<file path="src/rtl/os_sequencer.sv">
// os_sequencer: drives the corelet instruction word for one output-stationary run.
// A run loads K activation vectors into L0 and K weight vectors into the IFIFO.
// It then executes K MAC cycles, flushes the array pipeline and drains row
// OFIFO rows into pmem.
// Every inst bit is a register. Buffer-full and ofifo_valid inputs are sampled on the
// clock edge that launches the strobe they gate.
module os_sequencer #(
    parameter int unsigned row    = 8,
    parameter int unsigned col    = 8,
    parameter logic [10:0] w_base = 11'd64
) (
    input  logic        clk,
    input  logic        reset,
    input  logic        start,
    input  logic [4:0]  k_len,
    input  logic        l0_o_full,
    input  logic        ififo_o_full,
    input  logic        ofifo_valid,
    output logic [33:0] inst,
    output logic        busy,
    output logic        done,
    output logic        err
);

    typedef enum logic [2:0] {
        StIdle,
        StLoadA,
        StLoadW,
        StExec,
        StFlush,
        StDrain,
        StDone
    } state_e;

    // CEN/WEN high, everything else low.
    localparam logic [33:0] IdleWord   = {1'b0, 1'b1, 1'b1, 11'd0, 1'b1, 1'b1, 11'd0, 7'd0};
    // Low field: ofifo rd, ififo wr, ififo rd, l0 rd, l0 wr, MAC[1:0].
    localparam logic [6:0]  ExecLow    = 7'b0011010;
    localparam logic [4:0]  FlushLast  = 5'(row + col - 2);
    localparam logic [4:0]  RowN       = 5'(row);
    localparam logic [10:0] PmemLast   = 11'(row - 1);

    state_e      r_state;
    logic [4:0]  r_k;
    logic [4:0]  r_idx;
    logic [4:0]  r_cnt;
    logic [33:0] r_inst;
    logic        r_busy;
    logic        r_done;
    logic        r_err;

    logic        w_len_ok;
    logic        w_rd_now;
    logic        w_pop_now;
    logic        w_wr_now;
    logic        w_pop_ok;
    logic [10:0] w_addr_a;
    logic [10:0] w_addr_w;
    logic [10:0] w_pop_addr;

    // Assemble one instruction word; WEN_xmem is always 1 because xmem is only read.
    function automatic logic [33:0] mk_inst(input logic        cen_p,
                                            input logic        wen_p,
                                            input logic [10:0] a_p,
                                            input logic        cen_x,
                                            input logic [10:0] a_x,
                                            input logic [6:0]  lo);
        return {1'b0, cen_p, wen_p, a_p, cen_x, 1'b1, a_x, lo};
    endfunction

    // Decode of the current registered word and of the length request.
    always_comb begin
        w_len_ok   = (k_len != 5'd0) && (k_len <= 5'd16);
        w_rd_now   = ~r_inst[19];
        w_pop_now  = r_inst[6];
        w_wr_now   = ~r_inst[32];
        w_pop_ok   = ofifo_valid && (r_cnt < RowN);
        w_addr_a   = {6'd0, r_idx};
        w_addr_w   = w_base + {6'd0, r_idx};
        w_pop_addr = {6'd0, r_cnt - 5'd1};
    end

    // Run FSM; every branch loads the word that is issued in the following cycle.
    always_ff @(posedge clk or negedge reset) begin
        if (!reset) begin
            r_state <= StIdle;
            r_k     <= 5'd0;
            r_idx   <= 5'd0;
            r_cnt   <= 5'd0;
            r_inst  <= IdleWord;
            r_busy  <= 1'b0;
            r_done  <= 1'b0;
            r_err   <= 1'b0;
        end else begin
            r_done <= 1'b0;
            r_err  <= 1'b0;
            unique case (r_state)
                StIdle: begin
                    r_inst <= IdleWord;
                    if (start) begin
                        if (w_len_ok) begin
                            r_k     <= k_len;
                            r_state <= StLoadA;
                            r_busy  <= 1'b1;
                            r_idx   <= {4'd0, ~l0_o_full};
                            r_inst  <= mk_inst(1'b1, 1'b1, 11'd0, l0_o_full, 11'd0, 7'd0);
                        end else begin
                            r_err <= 1'b1;
                        end
                    end
                end
                StLoadA: begin
                    if (r_idx == r_k) begin
                        // Last A read is in flight: its l0 wr overlaps the first W read.
                        r_state <= StLoadW;
                        r_idx   <= {4'd0, ~ififo_o_full};
                        r_inst  <= mk_inst(1'b1, 1'b1, 11'd0, ififo_o_full, w_base,
                                           {4'b0000, w_rd_now, 2'b00});
                    end else begin
                        r_idx  <= r_idx + {4'd0, ~l0_o_full};
                        r_inst <= mk_inst(1'b1, 1'b1, 11'd0, l0_o_full, w_addr_a,
                                          {4'b0000, w_rd_now, 2'b00});
                    end
                end
                StLoadW: begin
                    if (r_idx == r_k) begin
                        if (w_rd_now) begin
                            // Trailing ififo wr for the final weight read.
                            r_inst <= mk_inst(1'b1, 1'b1, 11'd0, 1'b1, w_addr_w, 7'b0100000);
                        end else begin
                            r_state <= StExec;
                            r_cnt   <= 5'd0;
                            r_inst  <= mk_inst(1'b1, 1'b1, 11'd0, 1'b1, 11'd0, ExecLow);
                        end
                    end else begin
                        r_idx  <= r_idx + {4'd0, ~ififo_o_full};
                        r_inst <= mk_inst(1'b1, 1'b1, 11'd0, ififo_o_full, w_addr_w,
                                          {1'b0, w_rd_now, 5'b00000});
                    end
                end
                StExec: begin
                    if (r_cnt == r_k - 5'd1) begin
                        r_state <= StFlush;
                        r_cnt   <= 5'd0;
                        r_inst  <= IdleWord;
                    end else begin
                        r_cnt  <= r_cnt + 5'd1;
                        r_inst <= mk_inst(1'b1, 1'b1, 11'd0, 1'b1, 11'd0, ExecLow);
                    end
                end
                StFlush: begin
                    if (r_cnt == FlushLast) begin
                        r_state <= StDrain;
                        r_cnt   <= {4'd0, ofifo_valid};
                        r_inst  <= mk_inst(1'b1, 1'b1, 11'd0, 1'b1, 11'd0,
                                           {ofifo_valid, 6'd0});
                    end else begin
                        r_cnt  <= r_cnt + 5'd1;
                        r_inst <= IdleWord;
                    end
                end
                StDrain: begin
                    if (w_wr_now && (r_inst[30:20] == PmemLast)) begin
                        r_state <= StDone;
                        r_done  <= 1'b1;
                        r_inst  <= IdleWord;
                    end else begin
                        // r_cnt counts pops issued; a write lands one cycle after its pop.
                        r_cnt  <= r_cnt + {4'd0, w_pop_ok};
                        r_inst <= mk_inst(~w_pop_now, ~w_pop_now,
                                          w_pop_now ? w_pop_addr : r_inst[30:20],
                                          1'b1, 11'd0, {w_pop_ok, 6'd0});
                    end
                end
                StDone: begin
                    r_state <= StIdle;
                    r_busy  <= 1'b0;
                    r_inst  <= IdleWord;
                end
                default: begin
                    r_state <= StIdle;
                    r_busy  <= 1'b0;
                    r_inst  <= IdleWord;
                end
            endcase
        end
    end

    assign inst = r_inst;
    assign busy = r_busy;
    assign done = r_done;
    assign err  = r_err;

endmodule

</file>
<file path="config.mk">
export PLATFORM = sky130hd
export DESIGN_NAME = os_sequencer
export DESIGN_NICKNAME = d
export VERILOG_FILES = /design/src/rtl/os_sequencer.sv
export SDC_FILE = /design/constraint.sdc
export NUM_CORES = 1
export LEC_CHECK = 0
export ABC_AREA = 1
export BUFFER_PORTS_ARGS = -buffer_cell sky130_fd_sc_hd__buf_4
export CAP_MARGIN = 15
export CELL_PAD_IN_SITES_DETAIL_PLACEMENT = 1
export CELL_PAD_IN_SITES_GLOBAL_PLACEMENT = 1
export CORE_MARGIN = 3
export CORE_UTILIZATION = 43
export CTS_BUF_LIST = sky130_fd_sc_hd__clkbuf_4 sky130_fd_sc_hd__clkbuf_8 sky130_fd_sc_hd__clkbuf_16
export DETAILED_ROUTE_END_ITERATION = 10
export PLACE_DENSITY = 0.95
export SLEW_MARGIN = 15
export SYNTH_ARGS = -nofsm -noshare
export SYNTH_HDL_FRONTEND = slang
export SYNTH_SLANG_ARGS = --single-unit
</file>
<file path="constraint.sdc">
create_clock -name clk -period 4.9 [get_ports clk]
set_clock_uncertainty 0.2 [all_clocks]
set_input_delay 0.245 -clock clk [delete_from_list [all_inputs] [get_ports clk]]
set_output_delay 0.245 -clock clk [all_outputs]
set_load 0.01 [all_outputs]
</file>
==> metrics.log <==
INFO  metric synth_compound_area_share = 8.59%
INFO  metric tritoncts = built
INFO  metric critPathMaxStageDelay = 0.41 ns
INFO  metric cp.arrival = 2.25 ns
INFO  metric drc = 0
INFO  metric antenna_found_initial = 0
INFO  metric placedInstanceArea = 0.00278 sq mm
INFO  metric power.switching_fraction = 47.2%
INFO  metric power.leakage = 1.53 nW
INFO  metric report.final.setup_viol = 0
INFO  metric post_synth_and_or_nand_nor_area_fraction = 32.4%
INFO  metric synth_top_area_share = 35.1%
INFO  metric synth_ff_type = dfrtp_1
INFO  metric grt_overflow = 0
INFO  metric floorplan.io_pins = 48
INFO  metric run_status = complete, no violations
INFO  metric clk_latency = 0.29 ns
INFO  metric grt_max_degree = 39
INFO  metric postCtsResizedCells = 0
INFO  metric per_cell_via_count_in_the_routed_design = 5.33
INFO  metric report.final.slew_viol_count = 0
INFO  metric floorplan.die_area = 0.00692 sq mm
INFO  metric fp.coreArea = 0.00564 sq mm
INFO  metric synthesis.yosys.warnings = 0
INFO  metric fp.dieH = 83.2 um
INFO  metric final_layout_setup_total_negative_slack = 0 ns
INFO  metric detail_route.first_pass.iterations = 4
INFO  metric worst-path-max-fanout = 6
INFO  metric grt_pass1_wl = 12300 um
INFO  metric synth_fa_ha_area_share = 4.88%
INFO  metric highest_attainable_clock_frequency = 0.441 GHz
INFO  metric fin_crit_share = 46.3%
INFO  metric buffer_ports.inserted = 33
INFO  metric rows = 27
INFO  metric cts_buffers = 5
INFO  metric hold_violations = 0
INFO  metric grt.total_usage = 21.7%
INFO  metric post-synth-top-count-cell = nand2_1
INFO  metric per_cell_routed_wire_length = 16.0 um
INFO  metric power.share.sequential = 32.2%
INFO  metric drv_cap = 0
INFO  metric timing.critical_path.mode_cell = nand2_1
INFO  metric rsz_0062_raised_after_global_routing = no
INFO  metric seq_area_frac_synth = 37.2%
INFO  metric crit_type = reg2reg
INFO  metric place.detailed.hpwl = 5350 um
INFO  metric critical_path.slowest_cell = dfrtp_1
INFO  metric timing.critical_path.cells = inv_1 > ha_1 > inv_1 > nand2_1 > nand2_1 > nor2_1 > nand2_1 > nor2_1 > nand2_1 > nand2_1 > nand4_1 > nand2_1 > nand2_1
INFO  metric netlist_top_cells_area = dfrtp_1 35%, nand2_1 13%, buf_4 6.1%, nand3_1 5.9%, inv_1 5.0%
INFO  metric regToRegSetupSlack = 2.63 ns
INFO  metric synth_seq_cells = 38
INFO  metric layout.cell_area.non_filler = 0.00291 sq mm
INFO  metric synthesis.instances = 345
INFO  metric startpoint_types = flip-flop
INFO  metric clkSlewWorstSetupHoldPaths = 0.08 ns
INFO  metric clock_power_share = 17.9%
INFO  metric synth.top_cells.by_count = 89 x nand2_1, 36 x dfrtp_1, 34 x inv_1
INFO  metric place.gp.congestion = 0.869
INFO  metric initial_core_util = 45.4%
INFO  metric period_needed = 2.27 ns
INFO  metric pwr-share-comb = 49.9%
INFO  metric avgSynthCellArea = 7.43 sq um
INFO  metric power.density = 524 mW/mm^2
INFO  metric postRouteWirelength = 7170 um
INFO  metric yosys-mux-area-fraction = 0%
INFO  metric switching_power = 0.000719 W
INFO  metric initialDrtViolationCount = 134
INFO  metric synth_cell_types = 34
INFO  metric cts.sinks = 38
INFO  metric irDropWorstVdd = 0.000239 V
INFO  metric synth_edf_count = 0
INFO  metric cts_htree_levels = 2
INFO  metric detail-route-antenna-nets = 0
INFO  metric die-width = 83.2 um
INFO  metric filler_cell_count = 734
INFO  metric min_path_type = in2reg
INFO  metric synth_cell_area = 0.00256 sq mm
INFO  metric synth_xor_area_share = 3.76%
INFO  metric diodes = 0
INFO  metric worst-endpoint-required = 4.89 ns
INFO  metric nNetsFinal = 397
INFO  metric vias_in_the_first_global_route = 2533
INFO  metric yosysTopAreaCell = dfrtp_1
INFO  metric detailroute.via_count = 2395
INFO  metric cts_max_path_buffers = 2
INFO  metric synth_top_family_by_area = simple AND/OR/NAND/NOR gates
INFO  metric cts_setup_buffers = 0
INFO  metric clk_root_buffer_cell = clkbuf_8
INFO  metric layout-drive-gt1-share = 19.9%
INFO  metric asyncSetResetFlopFracSynth = 100%
INFO  metric layout-area-overhead-vs-synth = 13.4%
INFO  metric internal_power = 0.000806 W
INFO  metric worst_setup_path_end_kind = flip-flop
==> metal layers <==
| metal | up-vias | GRT usage (%) | part of all wire (%) |
|---|---|---|---|
| met2 | 79 | 39.1 | 51 |
| li1 | 1127 | - | - |
| met5 | - | 0 | 0 |
| met3 | 18 | 3.67 | 6.3 |
| met4 | 0 | 6.54 | 2.3 |
| met1 | 1171 | 26.4 | 41 |
==> repair_timing <==
action | 4_1_cts | 5_1_grt
hold buffers | 1 | 0
endpoints found under the hold margin | 36 | 0
setup endpoints to repair | 0 | 0
==> cells in the final DEF (no fill, tap or decap), types with 2 or more instances in the layout <==
cell type and instances:
xnor2_1 3, nand2_2 6, nand3_1 30, nor2_4 2
conb_1 14, nand4_1 6, dfstp_2 2, inv_1 34
o22ai_1 7, o21ai_1 4, nand3_2 2, dfrtp_1 36
a21oi_1 13, nor3_1 2, nand3b_1 2, nand2_1 89
o21ai_0 10, ha_1 10, nor2_1 30, clkbuf_8 5
clkbuf_4 2, buf_4 33, nor2_2 6, inv_2 9
xor2_1 8
==> cells by family after synthesis <==
logic type / count (synthesis)
other: 2
XOR/XNOR: 11
flip-flops: 38
AND/OR/NAND/NOR: 179
adder cells (fa/ha/maj): 10
AO/OA/AOI/OAI: 39
buffers and inverters: 66
==> power groups by stage <==
stage / Combinational, W / Clock, W / Sequential [W]
6_report: 0.000761 / 0.000272 / 0.000491
5_1_grt: 0.000858 / 0.000291 / 0.000505
4_1_cts: 0.000761 / 0.000277 / 0.000493
3_5_place_dp: 0.000739 / 0 / 0.000496
3_3_place_gp: 0.000699 / 0 / 0.000487
2_1_floorplan: 0.000543 / 0 / 0.000470
==> flip-flops by register name, indices dropped and copies added (netlist names) <==
signal   flops
r_cnt        5
err          1
r_idx        5
r_k          5
inst        17
r_state      3
done         1
busy         1
==> critical path, delay by kind of cell (launching register included) <==
family	cells	cell delay, ns
simple gates	10	1.08
fa+ha+maj	1	0.31
buf+inv	2	0.16
flops	1	0.41
==> through the flow <==
step	setup slack, ns	power [W]	hold slack [ns]	std cells	util, %
2_1_floorplan	3.10	0.00101	-0.251	357	-
3_3_place_gp	2.91	0.00119	0.0373	440	49.3
3_5_place_dp	2.76	0.00124	0.0452	440	49.3
4_1_cts	2.63	0.00153	0.0173	449	51.5
5_1_grt	2.41	0.00165	0.0272	449	51.5
6_report	2.63	0.00153	0.0204	449	51.5
==> area by class of cell <==
cell class                      instances  area, sq um  area share, %
Inverter                               44          168           5.77
Clock buffer                            7         83.8           2.88
Tap cell                               72         90.1           3.10
Multi-Input combinational cell        253         1330           45.6
Clock inverter                          1         30.0           1.03
Timing Repair Buffer                   34          258           8.86
Sequential cell                        38          953           32.8
==> path summary, 6_finish.rpt <==
| check | startpoint | endpoint | cells past startpoint |
|---|---|---|---|
| setup / recovery | r_k[0] | r_state[0] | 13 |
| hold / removal | ofifo_valid | inst[6] | 3 |
| setup reg to reg | r_k[0] | r_state[0] | 13 |
| hold reg to reg | inst[19] | inst[2] | 1 |
| max in group asynchronous | reset | r_cnt[0] | 2 |
| min in group asynchronous | reset | inst[21] | 2 |
Note: power is estimated with default switching activity, not from simulation.
